**src/rtl/iccm_fetch_if.sv**
```systemverilog
// ICCM read port as seen by the fetch unit: request/address out, 1-cycle rdata/rvalid back.
interface iccm_fetch_if #(
  parameter int unsigned ADDR_WIDTH = 12
);
  logic                  req;
  logic [ADDR_WIDTH-1:0] addr;
  logic                  we;
  logic [3:0]            wmask;
  logic [31:0]           wdata;
  logic [31:0]           rdata;
  logic                  rvalid;

  modport master (output req, addr, we, wmask, wdata, input  rdata, rvalid);
  modport slave  (input  req, addr, we, wmask, wdata, output rdata, rvalid);
endinterface

```
**src/rtl/iccm_fetch_unit.sv**
```systemverilog
// Instruction fetch initiator: one-outstanding ICCM reads into a PC-tagged prefetch FIFO,
// with branch redirect that flushes buffered words and discards the in-flight response.
module iccm_fetch_unit #(
  parameter int unsigned ADDR_WIDTH = 12,
  parameter int unsigned FIFO_DEPTH = 4,
  parameter logic [31:0] BOOT_ADDR  = 32'h0000_0000
) (
  input  logic        clk_i,
  input  logic        rst_ni,
  input  logic        fetch_en_i,
  input  logic        branch_i,
  input  logic [31:0] branch_addr_i,
  output logic        instr_valid_o,
  input  logic        instr_ready_i,
  output logic [31:0] instr_rdata_o,
  output logic [31:0] instr_addr_o,
  iccm_fetch_if.master iccm
);
  localparam int unsigned PTR_W = (FIFO_DEPTH > 1) ? $clog2(FIFO_DEPTH) : 1;
  localparam int unsigned CNT_W = PTR_W + 1;

  typedef struct packed {
    logic [31:0] rdata;
    logic [31:0] pc;
  } fetch_entry_t;

  fetch_entry_t     fifo_q [FIFO_DEPTH];
  fetch_entry_t     head;
  logic [PTR_W-1:0] wr_ptr_q, rd_ptr_q;
  logic [CNT_W-1:0] count_q;
  logic [CNT_W:0]   occupancy;
  logic [31:0]      fetch_pc_q, inflight_pc_q;
  logic             inflight_q;
  logic             credit, req, drop, push, pop;
  logic             unused_bits;

  // Credit counts the outstanding response so the FIFO can never overflow.
  assign occupancy = {1'b0, count_q} + {{CNT_W{1'b0}}, inflight_q};
  assign credit    = occupancy < (CNT_W+1)'(FIFO_DEPTH);
  assign req       = rst_ni & fetch_en_i & ~branch_i & credit;
  assign drop      = branch_i & inflight_q;
  assign push      = iccm.rvalid & inflight_q & ~drop;
  assign pop       = instr_valid_o & instr_ready_i;

  assign iccm.req   = req;
  assign iccm.addr  = fetch_pc_q[ADDR_WIDTH+1:2];
  assign iccm.we    = 1'b0;
  assign iccm.wmask = 4'h0;
  assign iccm.wdata = 32'h0;

  always_ff @(posedge clk_i) begin
    if (!rst_ni) begin
      fetch_pc_q    <= BOOT_ADDR;
      inflight_pc_q <= '0;
      inflight_q    <= 1'b0;
      wr_ptr_q      <= '0;
      rd_ptr_q      <= '0;
      count_q       <= '0;
    end else begin
      inflight_q <= req;
      if (req) inflight_pc_q <= fetch_pc_q;
      if (branch_i) begin
        fetch_pc_q <= {branch_addr_i[31:2], 2'b00};
        wr_ptr_q   <= '0;
        rd_ptr_q   <= '0;
        count_q    <= '0;
      end else begin
        if (req)  fetch_pc_q <= fetch_pc_q + 32'd4;
        if (push) wr_ptr_q   <= wr_ptr_q + PTR_W'(1);
        if (pop)  rd_ptr_q   <= rd_ptr_q + PTR_W'(1);
        if (push && !pop)      count_q <= count_q + CNT_W'(1);
        else if (pop && !push) count_q <= count_q - CNT_W'(1);
      end
    end
  end

  always_ff @(posedge clk_i) begin
    if (rst_ni && push) fifo_q[wr_ptr_q] <= '{rdata: iccm.rdata, pc: inflight_pc_q};
  end

  always_ff @(posedge clk_i) begin
    if (rst_ni && !branch_i)
      assert (!(push && !pop && count_q == CNT_W'(FIFO_DEPTH)));
  end

  assign head          = fifo_q[rd_ptr_q];
  assign instr_valid_o = (count_q != '0);
  assign instr_rdata_o = instr_valid_o ? head.rdata : 32'h0;
  assign instr_addr_o  = instr_valid_o ? head.pc    : 32'h0;

  assign unused_bits = ^{branch_addr_i[1:0], fetch_pc_q[1:0], fetch_pc_q[31:ADDR_WIDTH+2]};
endmodule
```
**src/flat_wrapper.sv**
```systemverilog
// flat-port wrapper written by rule: the top's interface ports become plain ports
module iccm_fetch_unit_flat 
#(
  parameter int unsigned ADDR_WIDTH = 12,
  parameter int unsigned FIFO_DEPTH = 4,
  parameter logic [31:0] BOOT_ADDR  = 32'h0000_0000
)
  (clk_i, rst_ni, fetch_en_i, branch_i, branch_addr_i, instr_valid_o, instr_ready_i, instr_rdata_o, instr_addr_o, iccm_req, iccm_addr, iccm_we, iccm_wmask, iccm_wdata, iccm_rdata, iccm_rvalid);
  iccm_fetch_if #(.ADDR_WIDTH(ADDR_WIDTH)) iccm_i ();
  input  logic clk_i;
  input  logic rst_ni;
  input  logic fetch_en_i;
  input  logic branch_i;
  input  logic [31:0] branch_addr_i;
  output logic instr_valid_o;
  input  logic instr_ready_i;
  output logic [31:0] instr_rdata_o;
  output logic [31:0] instr_addr_o;
  output wire logic [$bits(iccm_i.req)-1:0] iccm_req;
  output wire logic [$bits(iccm_i.addr)-1:0] iccm_addr;
  output wire logic [$bits(iccm_i.we)-1:0] iccm_we;
  output wire logic [$bits(iccm_i.wmask)-1:0] iccm_wmask;
  output wire logic [$bits(iccm_i.wdata)-1:0] iccm_wdata;
  input wire logic [$bits(iccm_i.rdata)-1:0] iccm_rdata;
  input wire logic [$bits(iccm_i.rvalid)-1:0] iccm_rvalid;
  assign iccm_req = iccm_i.req;
  assign iccm_addr = iccm_i.addr;
  assign iccm_we = iccm_i.we;
  assign iccm_wmask = iccm_i.wmask;
  assign iccm_wdata = iccm_i.wdata;
  assign iccm_i.rdata = iccm_rdata;
  assign iccm_i.rvalid = iccm_rvalid;
  iccm_fetch_unit #(.ADDR_WIDTH(ADDR_WIDTH), .FIFO_DEPTH(FIFO_DEPTH), .BOOT_ADDR(BOOT_ADDR)) u_core (.clk_i(clk_i), .rst_ni(rst_ni), .fetch_en_i(fetch_en_i), .branch_i(branch_i), .branch_addr_i(branch_addr_i), .instr_valid_o(instr_valid_o), .instr_ready_i(instr_ready_i), .instr_rdata_o(instr_rdata_o), .instr_addr_o(instr_addr_o), .iccm(iccm_i));
endmodule
```
**config.mk**
```make
export PLATFORM = sky130hd
export DESIGN_NAME = iccm_fetch_unit_flat
export DESIGN_NICKNAME = d
export VERILOG_FILES = /design/src/rtl/iccm_fetch_if.sv /design/src/rtl/iccm_fetch_unit.sv /design/src/flat_wrapper.sv
export SDC_FILE = /design/constraint.sdc
export NUM_CORES = 1
export LEC_CHECK = 0
export BUFFER_PORTS_ARGS = -buffer_cell sky130_fd_sc_hd__buf_2
export CAP_MARGIN = 20
export CORE_ASPECT_RATIO = 0.75
export CORE_UTILIZATION = 50
export DETAILED_ROUTE_END_ITERATION = 8
export GPL_ROUTABILITY_DRIVEN = 0
export GPL_TIMING_DRIVEN = 1
export PLACE_DENSITY = 0.67
export SYNTH_ARGS = -nofsm -noshare
export SYNTH_HDL_FRONTEND = slang
export SYNTH_SLANG_ARGS = --single-unit
```
**constraint.sdc**
```tcl
create_clock -name clk_i -period 3 [get_ports clk_i]
set_input_delay 0.15 -clock clk_i [delete_from_list [all_inputs] [get_ports clk_i]]
set_output_delay 0.15 -clock clk_i [all_outputs]
set_load 0.1 [all_outputs]
```
==> results of run 1 <==
[power by group]
group          internal (W)  switching (W)
clock network       0.00209        0.00154
logic              0.000182       0.000600
registers           0.00476      0.0000607
[final cells by class]
class / count / share of cell area (%)
sequential: 318 / 56.8
multi-input combinational: 470 / 23.8
timing repair buffer: 226 / 10.5
clock buffer: 44 / 5.36
tap: 338 / 2.71
clock inverter: 11 / 0.667
inverter: 7 / 0.169
[flip-flops by register name, indices dropped and copies added (netlist names), named ones only]
register	count
u_core.count_q	3
u_core.fetch_pc_q	30
u_core.inflight_pc_q	30
u_core.rd_ptr_q	2
u_core.fifo_q	248
u_core.wr_ptr_q	2
u_core.inflight_q	1
[critical path, stage by stage, from the launching register on]
cell	delay, ps
dfxtp_1	450
ha_1	230
nand3_2	160
or4_1	680
nor2_1	240
nor3b_1	80
o21a_1	160
dlygate4sd3_1	550
[cells by family after synthesis]
family | count (synthesis) | synth area share [%]
compound gates | 92 | 4.16
xor+xnor | 19 | 1.28
fa+ha+maj | 7 | 0.730
buf+inv | 101 | 4.75
flops | 318 | 67.9
mux | 64 | 10.9
other cells | 1 | 0.0288
simple gates | 249 | 10.2
[metrics by stage]
| stage | total power [W] | hold slack [ps] | utilization, % | instance area [um^2] |
|---|---|---|---|---|
| detailed placement | 0.00563 | 371 | 55.4 | 14000 |
| global route | 0.00949 | 36.9 | 61.6 | 15600 |
| global placement | 0.00561 | 364 | 55.3 | 14000 |
| finish | 0.00923 | 25.2 | 61.6 | 15600 |
| CTS | 0.00931 | 0.266 | 61.6 | 15600 |
| floorplan | 0.00552 | 249 | - | 13200 |
[what timing repair did]
action,4_1_cts,5_1_grt
hold buffers,64,0
hold endpoints to repair,160,0
buffers inserted,0,0
[layer usage]
layer,vias up,GRT usage [%],wire length (um)
met5,-,0,0
met3,36,3.04,1810
met1,3790,31.1,12600
met2,264,32.1,12300
li1,3525,-,-
met4,0,3.95,411
[cells in the final DEF, fill, tap and decap left out, types with 4 or more instances in the layout]
cell type      Yosys  final
edfxtp_1         248    248
o21ai_0           13     13
dlygate4sd3_1      0     64
buf_12             0      9
and2_1            68     64
or4_1              4      4
dfxtp_1           70     68
inv_1              5      5
and3_1             6      6
clkbuf_1          28     12
buf_2              6    143
xnor2_1            7      7
conb_1             1     39
nand3_1           20     20
buf_4             51      9
mux4_2            62     62
clkinv_1           2      6
xor2_1            12     12
nor3_1             8      8
nand4_1           10     10
nor2_1            23     23
clkbuf_16          0     31
ha_1               6      6
and2_2             1      5
a21oi_1           51     51
nand2_1           88     88
[final timing paths]
path / from / end / slack [ps] / cells after the start
setup / recovery: u_core.fetch_pc_q[2]$_SDFFE_PN0P_ / u_core.fetch_pc_q[16]$_SDFFE_PN0P_ / 320 / 7
setup reg to reg: u_core.fetch_pc_q[2]$_SDFFE_PN0P_ / u_core.fetch_pc_q[16]$_SDFFE_PN0P_ / 320 / 7
hold / removal: rst_ni / u_core.fetch_pc_q[15]$_SDFFE_PN0P_ / 30 / 2
hold reg to reg: u_core.fetch_pc_q[31]$_SDFFE_PN0P_ / u_core.inflight_pc_q[31]$_SDFFE_PN0P_ / 500 / 2
==> run metrics, run 1 <==
footprint of the multi-input gates between 3000 and 4000 um^2; Die Width 188 um; first-pass GRT wire length 42.7 mm; Critical Setup Path Class reg2reg; total core area between 20000 and 30000 um^2; top-area cell type share of the netlist area about 57%; Leak roughly 5.6 nW; share of cells above drive strength 1 between 20% and 30%; VDD IR-drop max 0.390 mV; drt wl/cell approximately 19 um; share of flip-flops with an asynchronous set or reset 0%; # Max-Cap Violations 0; DR vias 7615; CP endpoint kind flop; Remaining Overflow, GRT 0; PD cells between 500 and 600 nW/um^2; dpl ws roughly 620 ps; Slew Viols, Final 0; synth cell count leaders 248 x edfxtp_1, 88 x nand2_1, 70 x dfxtp_1; status completed; cell taking the most area after synthesis edfxtp_1; DP HPWL 16.2 mm; FP Rows 50; Worst Path Required ~3400 ps; min Tclk post-route 2680 ps; Arr. time, crit path 3110 ps; sum of negative setup slack 0 ps; number of CTS-inserted buffers 30; placed cell count ~1300; endpoints failing hold 0; CTS tree done; die area 26700 um^2; root buffer selected by CTS clkbuf_16; final setup fails 0; wirelength, routed 27.2 mm; # DRC 0; vias in the first global route around 7500; Mapped Cells between 800 and 900; dominant cell by count in the synthesized netlist edfxtp_1; antenna diode count 0; largest net degree at the start of global routing 65; worst-case clock buffer depth 3; max frequency about 370 MHz; post-synth cell types 57; nets 1130; Synth Cell Area between 10000 and 15000 um^2; number of synthesized flops with an enable pin 248; Total Routing Usage GR 20.6%; filler instances 1935; clk_skew about 13 ps; largest cells by area after synthesis edfxtp_1 57%, dfxtp_1 11%, mux4_2 11%; CP Launch Type flop; clk_lat worst skew about 550 ps; min-delay worst type in2reg; Non-Filler Instances 1414; htree depth 1; Max Fanout on Critical Path 8; Syn-to-layout area delta 19.6%; Ys Warns 0; initial antenna violation count 0; PnR worst setup slack roughly 320 ps; Die Y roughly 140 um; Slew HR between 40% and 50%; Seq. cell area 8850 um^2; Routed Antenna Nets 0; Via density 5.39; Worst-path clk slew 60 ps; post-CTS resize count 0; PortBufs about 140; RSZ-0062 raised after global routing false; ys flop type edfxtp_1; initial drt markers 648; Initial DRT Pass Iterations 5; syn avg cell area about 15 um^2; period utilization about nine tenths; I/O pin cnt ~190; Initial Util 51.5%; Worst Max-Slew Pin Slew 781 ps; Seq/Total Area, Yosys 67.9%; CTS Sinks ~320; FF+latch count, synth between 300 and 400
Note: power is estimated with default switching activity, not from simulation.
==> inputs of run 2 (changes only) <==
--- a/config.mk
+++ b/config.mk
@@ -8,11 +8,11 @@
 export BUFFER_PORTS_ARGS = -buffer_cell sky130_fd_sc_hd__buf_2
 export CAP_MARGIN = 20
 export CORE_ASPECT_RATIO = 0.75
-export CORE_UTILIZATION = 50
+export CORE_UTILIZATION = 41
 export DETAILED_ROUTE_END_ITERATION = 8
 export GPL_ROUTABILITY_DRIVEN = 0
 export GPL_TIMING_DRIVEN = 1
-export PLACE_DENSITY = 0.67
+export PLACE_DENSITY = 0.56
 export SYNTH_ARGS = -nofsm -noshare
 export SYNTH_HDL_FRONTEND = slang
 export SYNTH_SLANG_ARGS = --single-unit
==> run 2 against run 1 <==
Die area increased by 22%; total power increased by 3.3%; sequential power about the same; final cell count increased by 5.4%; first-iteration DRC count decreased by 34%; register-to-register slack about the same; non-clock buffer count increased by 5; sequential cell count unchanged; critical path depth decreased by 1; hold slack improved by 11 ps.
==> run metrics, run 2 (synthesized netlist as in run 1, its figures left out) <==
period utilization 89.2%; nets 1136; Leak ~5.6 nW; CP endpoint kind flop; worst r2r src u_core.fetch_pc_q[2]$_SDFFE_PN0P_; Die Width between 200 and 250 um; Arr. time, crit path approximately 3100 ps; initial drt markers between 400 and 500; die area 32500 um^2; min Tclk post-route roughly 2700 ps; Initial DRT Pass Iterations 4; FP Rows 56; Largest Register u_core.fifo_q; number of CTS-inserted buffers 31; PnR worst setup slack between 300 and 400 ps; Max Fanout on Critical Path 8; # DRC 0; RSZ-0062 raised after global routing false; endpoints failing hold 0; htree depth 1; Routed Antenna Nets 0; dpl ws 626 ps; PortBufs between 100 and 150; first-pass GRT wire length between 40 and 50 mm; Largest regs u_core.fifo_q x248, u_core.fetch_pc_q x30, u_core.inflight_pc_q x30; Critical Setup Path Class reg2reg; VDD IR-drop max 0.390 mV; Worst-path clk slew around 70 ps; CP Launch Type flop; clk_skew 16.4 ps; clk_lat worst skew 560 ps; CTS tree done; Worst Path Required 3460 ps; CTS Sinks between 300 and 400; Initial Util 41.7%; largest net degree at the start of global routing 65; initial antenna violation count 0; Post-CTS Setup Inserts 0; share of cells above drive strength 1 26.6%; Die Y about 160 um; filler instances 2646; # Max-Cap Violations 0; Worst Max-Slew Pin Slew about 770 ps; PD cells 604 nW/um^2; Worst Hold Launch iccm_rvalid; sum of negative setup slack 0 ps; Syn-to-layout area delta 21.2%; DP HPWL 17.7 mm; status completed; most frequent cells in the layout 248 x edfxtp_1, 143 x buf_2, 88 x nand2_1, 68 x dlygate4sd3_1, 68 x dfxtp_1; Core Util, Final between 50% and 60%; DR vias about 7500; drt wl/cell 19.3 um; root buffer selected by CTS clkbuf_16; crit path launch u_core.fetch_pc_q[2]$_SDFFE_PN0P_; max frequency 374 MHz; Total Routing Usage GR approximately 18%; max reg flops roughly 250; Slew Viols, Final 0; worst-case clock buffer depth 3; I/O pin cnt 185; commonest non-fill, non-tap cell in the layout edfxtp_1; min-delay worst type in2reg; Slew HR about half; wirelength, routed between 20 and 30 mm; Via density roughly 5.1; vias in the first global route 7616; total core area roughly 31000 um^2; final setup fails 0; Remaining Overflow, GRT 0
run 2: cell types whose count changed in the layout (fill, tap and decap cells not counted), sizes merged:
cell         before  now
diode             0    1
bufinv            2    3
inv               6    5
dlygate4sd3      64   68
buf             162  163
clkinv            9   11
run 2: report_power, final:
group          total [W]  switching, W  internal, W
clock            0.00393       0.00161      0.00233
combinational   0.000784      0.000602     0.000182
sequential       0.00482     0.0000600      0.00476
total            0.00953       0.00227      0.00727
run 2: final timing paths:
path / cells past startpoint / end / slack (ps)
min reg2reg: 2 / u_core.inflight_pc_q[18]$_SDFFE_PN0P_ / 500
max: 6 / u_core.fetch_pc_q[14]$_SDFFE_PN0P_ / 330
max reg2reg: 6 / u_core.fetch_pc_q[14]$_SDFFE_PN0P_ / 330
min: 4 / u_core.wr_ptr_q[0]$_SDFFE_PP0P_ / 40
run 2: layout make-up:
cell class / instances / area [um^2] / area share, %
diodes: 1 / 2.50 / 0.0159
inverters: 7 / 26.3 / 0.166
well taps: 406 / 508 / 3.22
repair buffers: 231 / 1650 / 10.4
flip-flops and latches: 318 / 8860 / 56.1
clock inverters: 13 / 136 / 0.864
clock buffers: 44 / 897 / 5.68
multi-input cells: 470 / 3710 / 23.5
run 2: stage by stage:
stage	std cells	area (um^2)	power (W)	hold slack [ps]
2_1_floorplan	889	13200	0.00552	249
3_3_place_gp	1364	14100	0.00562	371
3_5_place_dp	1364	14100	0.00563	372
4_1_cts	1489	15800	0.00963	8.59
5_1_grt	1489	15800	0.00985	53.2
6_report	1490	15800	0.00953	36.3
run 2: layer usage:
layer,GRT usage [%],part of all wire (%),wire [um]
met3,2.91,4.6,1330
met1,27.0,50,14300
met4,3.53,1.7,478
met5,0,0,0
met2,27.9,44,12700
run 2: what timing repair did:
| action | 4_1_cts | 5_1_grt |
|---|---|---|
| hold buffers | 68 | 0 |
| resized for setup | 0 | 0 |
| hold endpoints to repair | 161 | 0 |
run 2: worst max-delay path: stages, from the launching register on:
cell           delay [ps]
dfxtp_1               460
ha_1                  230
nand3_2               150
or4_1                 660
o211a_1               260
o31a_1                230
dlygate4sd3_1         560
